--- src/rtl/kernel_ctrl_master_if.sv ---
// AXI4-Lite channel bundle between the kernel control initiator and the control-register slave.
interface kernel_ctrl_master_if #(
    parameter int unsigned C_M_AXI_ADDR_WIDTH = 6,
    parameter int unsigned C_M_AXI_DATA_WIDTH = 32
) ();
    logic [C_M_AXI_ADDR_WIDTH-1:0]   AWADDR;
    logic                            AWVALID;
    logic                            AWREADY;
    logic [C_M_AXI_DATA_WIDTH-1:0]   WDATA;
    logic [C_M_AXI_DATA_WIDTH/8-1:0] WSTRB;
    logic                            WVALID;
    logic                            WREADY;
    logic [1:0]                      BRESP;
    logic                            BVALID;
    logic                            BREADY;
    logic [C_M_AXI_ADDR_WIDTH-1:0]   ARADDR;
    logic                            ARVALID;
    logic                            ARREADY;
    logic [C_M_AXI_DATA_WIDTH-1:0]   RDATA;
    logic [1:0]                      RRESP;
    logic                            RVALID;
    logic                            RREADY;

    modport master (
        output AWADDR, AWVALID, WDATA, WSTRB, WVALID, BREADY, ARADDR, ARVALID, RREADY,
        input  AWREADY, WREADY, BRESP, BVALID, ARREADY, RDATA, RRESP, RVALID
    );

    modport slave (
        input  AWADDR, AWVALID, WDATA, WSTRB, WVALID, BREADY, ARADDR, ARVALID, RREADY,
        output AWREADY, WREADY, BRESP, BVALID, ARREADY, RDATA, RRESP, RVALID
    );
endinterface

--- src/rtl/kernel_ctrl_master.sv ---
// Kernel launch initiator: programs length/src/dst, sets the start bit, then polls the status
// register over AXI4-Lite until the done bit (bit 1) reads back set.
// Optional feature macro: CTRL_POLL_TIMEOUT_EN (abort after TIMEOUT_POLLS status reads).
module kernel_ctrl_master #(
    parameter int unsigned C_M_AXI_ADDR_WIDTH = 6,
    parameter int unsigned C_M_AXI_DATA_WIDTH = 32,
    parameter int unsigned POLL_GAP           = 16,
    parameter int unsigned TIMEOUT_POLLS      = 1024
) (
    input  logic        ACLK,
    input  logic        ARESETn,
    input  logic        cmd_valid,
    output logic        cmd_ready,
    input  logic [31:0] cmd_byte_len,
    input  logic [31:0] cmd_src_addr,
    input  logic [31:0] cmd_dst_addr,
    output logic        rsp_valid,
    output logic        rsp_err,
    output logic        rsp_timeout,
    output logic [15:0] rsp_polls,
    output logic        busy,
    kernel_ctrl_master_if.master m_axi
);
    localparam int unsigned AW = C_M_AXI_ADDR_WIDTH;
    localparam int unsigned DW = C_M_AXI_DATA_WIDTH;

    localparam logic [AW-1:0] AddrCtrl  = AW'(8'h10);
    localparam logic [AW-1:0] AddrLen   = AW'(8'h14);
    localparam logic [AW-1:0] AddrSrc   = AW'(8'h18);
    localparam logic [AW-1:0] AddrDst   = AW'(8'h1c);
    localparam logic [DW-1:0] StartWord = DW'(1);
    localparam logic [15:0]   GapLast   = 16'(POLL_GAP);
    localparam logic [15:0]   PollLimit = 16'(TIMEOUT_POLLS);

`ifdef CTRL_POLL_TIMEOUT_EN
    localparam bit TimeoutEn = 1'b1;
`else
    localparam bit TimeoutEn = 1'b0;
`endif

    typedef enum logic [2:0] {StIdle, StWr, StWrb, StGap, StRd, StRdr, StRsp} state_e;

    state_e        state_q;
    logic [1:0]    idx_q;
    logic [15:0]   gap_q;
    logic [15:0]   polls_q;
    logic [DW-1:0] src_q;
    logic [DW-1:0] dst_q;
    logic          err_q;
    logic          timeout_q;
    logic          rsp_valid_q;
    logic          cmd_ready_q;

    logic          aw_ok;
    logic          w_ok;
    logic [15:0]   polls_inc;

    // A channel counts as done once its handshake has happened, now or earlier.
    assign aw_ok     = !m_axi.AWVALID || m_axi.AWREADY;
    assign w_ok      = !m_axi.WVALID || m_axi.WREADY;
    assign polls_inc = (polls_q == 16'hFFFF) ? polls_q : polls_q + 16'd1;

    assign cmd_ready   = cmd_ready_q;
    assign busy        = (state_q != StIdle);
    assign rsp_valid   = rsp_valid_q;
    assign rsp_err     = err_q;
    assign rsp_timeout = timeout_q;  // never set when the timeout feature is compiled out
    assign rsp_polls   = polls_q;

    // Sequencer: register programming, status polling and response, all outputs registered.
    always_ff @(posedge ACLK or negedge ARESETn) begin
        if (!ARESETn) begin
            state_q       <= StIdle;
            idx_q         <= 2'd0;
            gap_q         <= 16'd0;
            polls_q       <= 16'd0;
            src_q         <= '0;
            dst_q         <= '0;
            err_q         <= 1'b0;
            timeout_q     <= 1'b0;
            rsp_valid_q   <= 1'b0;
            cmd_ready_q   <= 1'b0;
            m_axi.AWADDR  <= '0;
            m_axi.AWVALID <= 1'b0;
            m_axi.WDATA   <= '0;
            m_axi.WSTRB   <= '0;
            m_axi.WVALID  <= 1'b0;
            m_axi.BREADY  <= 1'b0;
            m_axi.ARADDR  <= '0;
            m_axi.ARVALID <= 1'b0;
            m_axi.RREADY  <= 1'b0;
        end else begin
            rsp_valid_q <= 1'b0;
            case (state_q)
                StIdle: begin
                    if (cmd_valid && cmd_ready_q) begin
                        src_q         <= DW'(cmd_src_addr);
                        dst_q         <= DW'(cmd_dst_addr);
                        idx_q         <= 2'd0;
                        polls_q       <= 16'd0;
                        err_q         <= 1'b0;
                        timeout_q     <= 1'b0;
                        cmd_ready_q   <= 1'b0;
                        m_axi.AWADDR  <= AddrLen;
                        m_axi.WDATA   <= DW'(cmd_byte_len);
                        m_axi.WSTRB   <= '1;
                        m_axi.AWVALID <= 1'b1;
                        m_axi.WVALID  <= 1'b1;
                        state_q       <= StWr;
                    end else begin
                        cmd_ready_q <= 1'b1;
                    end
                end
                StWr: begin
                    if (m_axi.AWVALID && m_axi.AWREADY) m_axi.AWVALID <= 1'b0;
                    if (m_axi.WVALID && m_axi.WREADY) m_axi.WVALID <= 1'b0;
                    if (aw_ok && w_ok) begin
                        m_axi.BREADY <= 1'b1;
                        state_q      <= StWrb;
                    end
                end
                StWrb: begin
                    if (m_axi.BVALID) begin
                        m_axi.BREADY <= 1'b0;
                        if (m_axi.BRESP != 2'b00) begin
                            err_q       <= 1'b1;
                            rsp_valid_q <= 1'b1;
                            state_q     <= StRsp;
                        end else if (idx_q != 2'd3) begin
                            idx_q         <= idx_q + 2'd1;
                            m_axi.AWVALID <= 1'b1;
                            m_axi.WVALID  <= 1'b1;
                            case (idx_q)
                                2'd0:    begin m_axi.AWADDR <= AddrSrc;  m_axi.WDATA <= src_q;     end
                                2'd1:    begin m_axi.AWADDR <= AddrDst;  m_axi.WDATA <= dst_q;     end
                                default: begin m_axi.AWADDR <= AddrCtrl; m_axi.WDATA <= StartWord; end
                            endcase
                            state_q <= StWr;
                        end else if (POLL_GAP == 0) begin
                            m_axi.ARADDR  <= AddrCtrl;
                            m_axi.ARVALID <= 1'b1;
                            state_q       <= StRd;
                        end else begin
                            gap_q   <= 16'd1;
                            state_q <= StGap;
                        end
                    end
                end
                StGap: begin
                    // gap_q counts GAP cycles spent so far, starting at 1 on entry.
                    if (gap_q == GapLast) begin
                        m_axi.ARADDR  <= AddrCtrl;
                        m_axi.ARVALID <= 1'b1;
                        state_q       <= StRd;
                    end else begin
                        gap_q <= gap_q + 16'd1;
                    end
                end
                StRd: begin
                    if (m_axi.ARREADY) begin
                        m_axi.ARVALID <= 1'b0;
                        m_axi.RREADY  <= 1'b1;
                        state_q       <= StRdr;
                    end
                end
                StRdr: begin
                    if (m_axi.RVALID) begin
                        m_axi.RREADY <= 1'b0;
                        polls_q      <= polls_inc;
                        if (m_axi.RRESP != 2'b00) begin
                            err_q       <= 1'b1;
                            rsp_valid_q <= 1'b1;
                            state_q     <= StRsp;
                        end else if (m_axi.RDATA[1]) begin
                            rsp_valid_q <= 1'b1;
                            state_q     <= StRsp;
                        end else if (TimeoutEn && polls_inc == PollLimit) begin
                            err_q       <= 1'b1;
                            timeout_q   <= 1'b1;
                            rsp_valid_q <= 1'b1;
                            state_q     <= StRsp;
                        end else if (POLL_GAP == 0) begin
                            m_axi.ARADDR  <= AddrCtrl;
                            m_axi.ARVALID <= 1'b1;
                            state_q       <= StRd;
                        end else begin
                            gap_q   <= 16'd1;
                            state_q <= StGap;
                        end
                    end
                end
                StRsp: begin
                    cmd_ready_q <= 1'b1;
                    state_q     <= StIdle;
                end
                default: state_q <= StIdle;
            endcase
        end
    end
endmodule
--- src/flat_wrapper.sv ---
// flat-port wrapper written by rule: the top's interface ports become plain ports
module kernel_ctrl_master_flat 
#(
    parameter int unsigned C_M_AXI_ADDR_WIDTH = 6,
    parameter int unsigned C_M_AXI_DATA_WIDTH = 32,
    parameter int unsigned POLL_GAP           = 16,
    parameter int unsigned TIMEOUT_POLLS      = 1024
)
  (ACLK, ARESETn, cmd_valid, cmd_ready, cmd_byte_len, cmd_src_addr, cmd_dst_addr, rsp_valid, rsp_err, rsp_timeout, rsp_polls, busy, m_axi_AWADDR, m_axi_AWVALID, m_axi_WDATA, m_axi_WSTRB, m_axi_WVALID, m_axi_BREADY, m_axi_ARADDR, m_axi_ARVALID, m_axi_RREADY, m_axi_AWREADY, m_axi_WREADY, m_axi_BRESP, m_axi_BVALID, m_axi_ARREADY, m_axi_RDATA, m_axi_RRESP, m_axi_RVALID);
  kernel_ctrl_master_if #(.C_M_AXI_ADDR_WIDTH(C_M_AXI_ADDR_WIDTH), .C_M_AXI_DATA_WIDTH(C_M_AXI_DATA_WIDTH)) m_axi_i ();
  input  logic ACLK;
  input  logic ARESETn;
  input  logic cmd_valid;
  output logic cmd_ready;
  input  logic [31:0] cmd_byte_len;
  input  logic [31:0] cmd_src_addr;
  input  logic [31:0] cmd_dst_addr;
  output logic rsp_valid;
  output logic rsp_err;
  output logic rsp_timeout;
  output logic [15:0] rsp_polls;
  output logic busy;
  output wire logic [$bits(m_axi_i.AWADDR)-1:0] m_axi_AWADDR;
  output wire logic [$bits(m_axi_i.AWVALID)-1:0] m_axi_AWVALID;
  output wire logic [$bits(m_axi_i.WDATA)-1:0] m_axi_WDATA;
  output wire logic [$bits(m_axi_i.WSTRB)-1:0] m_axi_WSTRB;
  output wire logic [$bits(m_axi_i.WVALID)-1:0] m_axi_WVALID;
  output wire logic [$bits(m_axi_i.BREADY)-1:0] m_axi_BREADY;
  output wire logic [$bits(m_axi_i.ARADDR)-1:0] m_axi_ARADDR;
  output wire logic [$bits(m_axi_i.ARVALID)-1:0] m_axi_ARVALID;
  output wire logic [$bits(m_axi_i.RREADY)-1:0] m_axi_RREADY;
  input wire logic [$bits(m_axi_i.AWREADY)-1:0] m_axi_AWREADY;
  input wire logic [$bits(m_axi_i.WREADY)-1:0] m_axi_WREADY;
  input wire logic [$bits(m_axi_i.BRESP)-1:0] m_axi_BRESP;
  input wire logic [$bits(m_axi_i.BVALID)-1:0] m_axi_BVALID;
  input wire logic [$bits(m_axi_i.ARREADY)-1:0] m_axi_ARREADY;
  input wire logic [$bits(m_axi_i.RDATA)-1:0] m_axi_RDATA;
  input wire logic [$bits(m_axi_i.RRESP)-1:0] m_axi_RRESP;
  input wire logic [$bits(m_axi_i.RVALID)-1:0] m_axi_RVALID;
  assign m_axi_AWADDR = m_axi_i.AWADDR;
  assign m_axi_AWVALID = m_axi_i.AWVALID;
  assign m_axi_WDATA = m_axi_i.WDATA;
  assign m_axi_WSTRB = m_axi_i.WSTRB;
  assign m_axi_WVALID = m_axi_i.WVALID;
  assign m_axi_BREADY = m_axi_i.BREADY;
  assign m_axi_ARADDR = m_axi_i.ARADDR;
  assign m_axi_ARVALID = m_axi_i.ARVALID;
  assign m_axi_RREADY = m_axi_i.RREADY;
  assign m_axi_i.AWREADY = m_axi_AWREADY;
  assign m_axi_i.WREADY = m_axi_WREADY;
  assign m_axi_i.BRESP = m_axi_BRESP;
  assign m_axi_i.BVALID = m_axi_BVALID;
  assign m_axi_i.ARREADY = m_axi_ARREADY;
  assign m_axi_i.RDATA = m_axi_RDATA;
  assign m_axi_i.RRESP = m_axi_RRESP;
  assign m_axi_i.RVALID = m_axi_RVALID;
  kernel_ctrl_master #(.C_M_AXI_ADDR_WIDTH(C_M_AXI_ADDR_WIDTH), .C_M_AXI_DATA_WIDTH(C_M_AXI_DATA_WIDTH), .POLL_GAP(POLL_GAP), .TIMEOUT_POLLS(TIMEOUT_POLLS)) u_core (.ACLK(ACLK), .ARESETn(ARESETn), .cmd_valid(cmd_valid), .cmd_ready(cmd_ready), .cmd_byte_len(cmd_byte_len), .cmd_src_addr(cmd_src_addr), .cmd_dst_addr(cmd_dst_addr), .rsp_valid(rsp_valid), .rsp_err(rsp_err), .rsp_timeout(rsp_timeout), .rsp_polls(rsp_polls), .busy(busy), .m_axi(m_axi_i));
endmodule
--- config.mk ---
export PLATFORM = sky130hd
export DESIGN_NAME = kernel_ctrl_master_flat
export DESIGN_NICKNAME = d
export VERILOG_FILES = /design/src/rtl/kernel_ctrl_master_if.sv /design/src/rtl/kernel_ctrl_master.sv /design/src/flat_wrapper.sv
export SDC_FILE = /design/constraint.sdc
export NUM_CORES = 1
export LEC_CHECK = 0
export CAP_MARGIN = 20
export CORE_MARGIN = 2
export CORE_UTILIZATION = 35
export CTS_CLUSTER_DIAMETER = 60
export DETAILED_ROUTE_END_ITERATION = 10
export GPL_ROUTABILITY_DRIVEN = 1
export GPL_TIMING_DRIVEN = 1
export PLACE_DENSITY_LB_ADDON = 0.08
export SETUP_SLACK_MARGIN = 0.3
export SYNTH_ARGS = -nofsm -noshare
export SYNTH_HDL_FRONTEND = slang
export SYNTH_SLANG_ARGS = --single-unit
--- constraint.sdc ---
create_clock -name ACLK -period 2.3 [get_ports ACLK]
set_input_delay 0.46 -clock ACLK [delete_from_list [all_inputs] [get_ports ACLK]]
set_output_delay 0.46 -clock ACLK [all_outputs]
set_load 0.05 [all_outputs]
# --- After elaboration in Yosys (flattened, before gate mapping) ---
# Cells that the tools add are included.
op_classes:
  eq_ne: 27
  reduce_logical: 34
  muxes: 71
  n_addsub: 3
op_table:
  columns: ["operator", "n"]
  rows:
  - ["16-bit two-way mux", 10]
  - ["32-bit two-way mux", 4]
  - ["32-bit one-hot mux with 2 select lines", 2]
  - ["16-bit one-hot mux with 3 select lines", 1]
  - ["16-bit by 1-bit adder with 16-bit output, second input constant", 2]
  - ["16-bit one-hot mux with 2 select lines", 1]
  - ["3-bit two-way mux", 9]
  - ["6-bit two-way mux", 4]
  - ["6-bit AND reduction", 4]
  - ["1-bit two-way mux", 23]
  - ["2-bit inequality test, second input constant", 10]
  - ["3-bit one-hot mux with 6 select lines", 1]
  - ["16-bit == test, second input constant", 1]
  - ["16-bit by 5-bit == test with 1-bit output, second input constant", 1]
  - ["2-bit by 1-bit inequality test with 1-bit output, second input constant", 8]
  - ["2-bit nonzero test", 8]
  - ["6-bit one-hot mux with 2 select lines", 1]
  - ["3-bit nonzero test", 4]
  - ["2-bit two-way mux", 5]
  - ["1-bit one-hot mux with 2 select lines", 5]
  - ["3-bit == test, second input constant", 3]
  - ["1-bit one-hot mux with 3 select lines", 3]
  - ["3-bit AND reduction", 3]
  - ["4-bit one-hot mux with 2 select lines", 1]
  - ["other kinds (14)", 21]
word_totals:
  reg_bits: 149
  output_inout_bits: 74
  word_cells: 153

# --- Longest topological paths before layout ---
logic_depth:
  ltp_word: 6
  depth_mapped: 8

# --- Worst setup path before layout ---
# Ideal clock, no wire load.
synth_timing:
  kind: "reg2reg"
  from: "register u_core.polls_q[0], in the netlist u_core.rsp_polls[0]"
  to: "register u_core.polls_q[14], in the netlist u_core.rsp_polls[14]"
  arrival_ns: 2.141
  setup_slack_ns: 0.035
  setup_time_ns: 0.124
  t_required_ns: 2.176
  synth_period_minus_slack_ns: 2.265
  stages_incl_launch_ff: 6
  path_cell_list: "dfrtp_1 ha_1 nand4_4 or4_1 and3_1 a211o_1"
synth_via:
  elab_chain_len: 4
  word_cells_on_any_way: 7
  cone_classes: "add/sub: 1; eq/ne: 2; mux: 3; reduce/logical: 1"
synth_lines:
  columns: ["item", "line", "rtl"]
  rows:
  - ["from (decl)", "kernel_ctrl_master.sv:46", "logic [15:0] polls_q;"]
  - ["from (signal assigned)", "kernel_ctrl_master.sv:169", "polls_q <= polls_inc;"]
  - ["16-bit by 1-bit adder with 16-bit output", "kernel_ctrl_master.sv:61", "assign polls_inc = (polls_q == 16'hFFFF) ? polls_q : polls_q + 16'd1;"]
  - ["16-bit two-way mux", "kernel_ctrl_master.sv:61", null]
  - ["16-bit two-way mux", "kernel_ctrl_master.sv:167", "if (m_axi.RVALID) begin"]
  - ["16-bit one-hot mux with 2 select lines", "kernel_ctrl_master.sv:94", "case (state_q)"]
# Several ways; a longest one is shown, not always the timed one. The select of a mux whose other input is x is not followed.
# A chain may end at the register's enable or synchronous reset.

# --- Worst setup path in the final report ---
layout_timing:
  from: "register u_core.state_q[1]"
  to: "output busy"
layout_via:
  elab_chain_len: 1
layout_lines:
  columns: ["item", "line", "rtl"]
  rows:
  - ["from (decl)", "kernel_ctrl_master.sv:43", "state_e state_q;"]
  - ["from (signal assigned)", "kernel_ctrl_master.sv:73", "state_q <= StIdle;"]
  - ["from (signal assigned)", "kernel_ctrl_master.sv:109", "state_q <= StWr;"]
  - ["from (signal assigned)", "kernel_ctrl_master.sv:119", "state_q <= StWrb;"]
  - ["3-bit nonzero test", "kernel_ctrl_master.sv:64", "assign busy = (state_q != StIdle);"]
  - ["to (decl)", "flat_wrapper.sv:22", "output logic busy;"]
# Every way passes these cells.

==> metrics.txt <==
core area 20200 sq um; TNS Setup 0 ns; Worst path max stage delay 0.46 ns; Crit path max-delay family flip-flops; # rows 52; Startpoint Class register; cell with the most instances after synthesis dfrtp_1; max_slew headroom 59.0%; final setup violation count 0; fill count 1923; cell count after synthesis 668; #FFs+latches synth 146; Max clock buf depth 2; initial DRC count 388; Final Slew Violations 0; TritonCTS clock tree yes; Post-synth top cells 146 x dfrtp_1, 65 x mux2_2, 59 x nand2_1; Post-synth ARST share 100%; worst-case clock skew 0.00724 ns; post-synth top area share 51.0%; Vias 6030; Die Wd 147 um; WL final 20.2 mm; flop2flop setup slack 0.38 ns; slowest CP cell dfrtp_2; io pins 214; Root Driver clkbuf_16; max cap viols 0; CP Launch Point u_core.state_q[1]; Skew-Pair Late Insertion Delay 0.42 ns; layout cells sized above 1 19.2%; r2r endpoint u_core.src_q[19]; Mapped Avg Cell Area 10.7 sq um; Post-synth EDFFs 0; initial antenna violation count 0; fin area 9810 sq um; Netlist cell types 65; critical path arrival 1.49 ns; CTS clk-pin slew, worst paths 0.06 ns; CP Buf/Inv Count 1; kind of critical path register to output pin; Worst-Margin Slew 0.608 ns; Pleak 4.15 nW; overall routing resource usage 19.2%; CTS sink count 146; grt ovf 0; FMAX 513 MHz; post-synth top area cell dfrtp_1; die area 21600 sq um; HP Class input pin to async pin; utilization after layout 48.7%; first-pass GRT wire length 33.1 mm; cts bufs inserted 17; die height 147 um; Pre-Repair DR Iteration Count 5; post-route setup slack 0.349 ns; Post-CTS Hold Buffers 0; final hold violations 0; hpwl dp 13.7 mm; PortBufs 173; fin nets 990; Cell Chain, Critical Path or3_4 -> buf_4; via/cell ratio 5.36; crit path max fanout 8; drt wl/cell 18.0 um; Final ANT Viol Nets 0; Critical R2R Launch u_core.state_q[1]; pin count of the biggest net entering global routing 70; Crit path required time 1.84 ns; synth top area cells dfrtp_1 51%, mux2_2 10%, a221oi_1 3.8%; Layout area overhead 37.1%; Mapped Area 7160 sq um; post-layout min period 1.95 ns; H-tree Lvls 4; global placement routability congestion 0.787; register area share after synthesis 51.0%; Initial Utilization 35.5%; antenna fix cells 0; vias in the first global route 6210; r2r worst-path depth 4; Fin Hold WS 0.0265 ns; Worst VDD drop 0.000832 V; Final Cycle Share 84.8%; Syn. warnings 0; # DRC 0; RSZ-0062 raised after global routing false; Critical Path End Type output pin; placed inst area 9330 sq um; pwr dens 1330 nW/um^2; status finished, final reports clean; DP Worst Slack 0.00359 ns; Most used DFF post-synth dfrtp_1
metrics by stage:
stage	total power, mW	cells
CTS	13.2	1125
global route	13.9	1126
detailed placement	10.8	1094
floorplan	8.57	676
global placement	10.7	1094
finish	13.1	1126
placed cells by master, fill, tap and decap left out, types with 6 or more instances in the layout:
cell and n:
a221oi_1 31, dfrtp_1 133, nor2_1 48, dfrtp_2 13, and3_1 6, o211ai_1 8, buf_12 7, buf_4 27
nand4_1 15, nand2_1 58, o31ai_1 34, clkbuf_16 17, inv_1 20, o21ai_0 16, mux2_2 65, dlygate4sd2_1 64
a31oi_1 18, clkdlybuf4s50_1 107, nor2b_1 6, nand3_1 15, nor3_1 15, nor4_1 7, conb_1 9, a21oi_1 12
routing by layer:
layer,GRT usage [%],vias up,wire length (um)
met5,0,-,0
met4,5.43,0,261
met3,5.47,21,1290
met2,31.9,161,9770
met1,24.6,3013,8920
li1,-,2835,-
cell families after synthesis:
family          synth area share, %
xor+xnor                      0.122
flops                          51.0
mux                            10.4
compound gates                 17.1
other cells                  0.0524
simple gates                   14.8
fa+ha+maj                      1.05
buf+inv                        5.45
report_power, final:
part	total (mW)	internal, mW	leakage (nW)	switching [mW]
clock network	2.58	1.42	0.261	1.16
logic	6.03	2.24	2.09	3.79
registers	4.47	3.69	1.80	0.774
how the worst max path moves through the flow:
| stage | endpoint | depth (start not counted) |
|---|---|---|
| after global placement | u_core.m_axi.AWADDR[2] | 5 |
| after CTS | u_core.gap_q[5] | 7 |
| after detailed placement | u_core.m_axi.WDATA[31] | 5 |
| final | busy | 2 |
| after global routing | u_core.m_axi.WDATA[13] | 5 |
| after floorplan | u_core.dst_q[0] | 6 |
cell type report:
cell class              instances  area, sq um  share of cell area, %
repair buffers                206         1990                   20.2
multi-input cells             453         3200                   32.6
clock buffers                  18          439                   4.47
well taps                     270          338                   3.44
flip-flops and latches        146         3670                   37.4
inverters                      20         75.1                  0.765
clock inverters                13          105                   1.07
sequential cells by signal (all words and copies together), names as in the netlist, 2 cells and up:
signal	cells
u_core.gap_q	16
u_core.idx_q	2
u_core.src_q	32
u_core.dst_q	32
u_core.state_q	3
u_core.rsp_polls	16
u_core.m_axi.AWADDR	3
u_core.m_axi.WDATA	32
timing repair:
action / CTS / global route
endpoints found under the setup margin: 67 / 45
pin swaps: 0 / 2
resized for setup: 66 / 3
buffers inserted: 0 / 1
worst register-to-register path, delay by kind of cell, from the launching register on:
kind,cells,cell delay (ns)
simple gates,2,0.74
flops,1,0.46
mux,1,0.37
buf+inv,1,0.24
No activity file was read; power rests on OpenSTA's default activity.
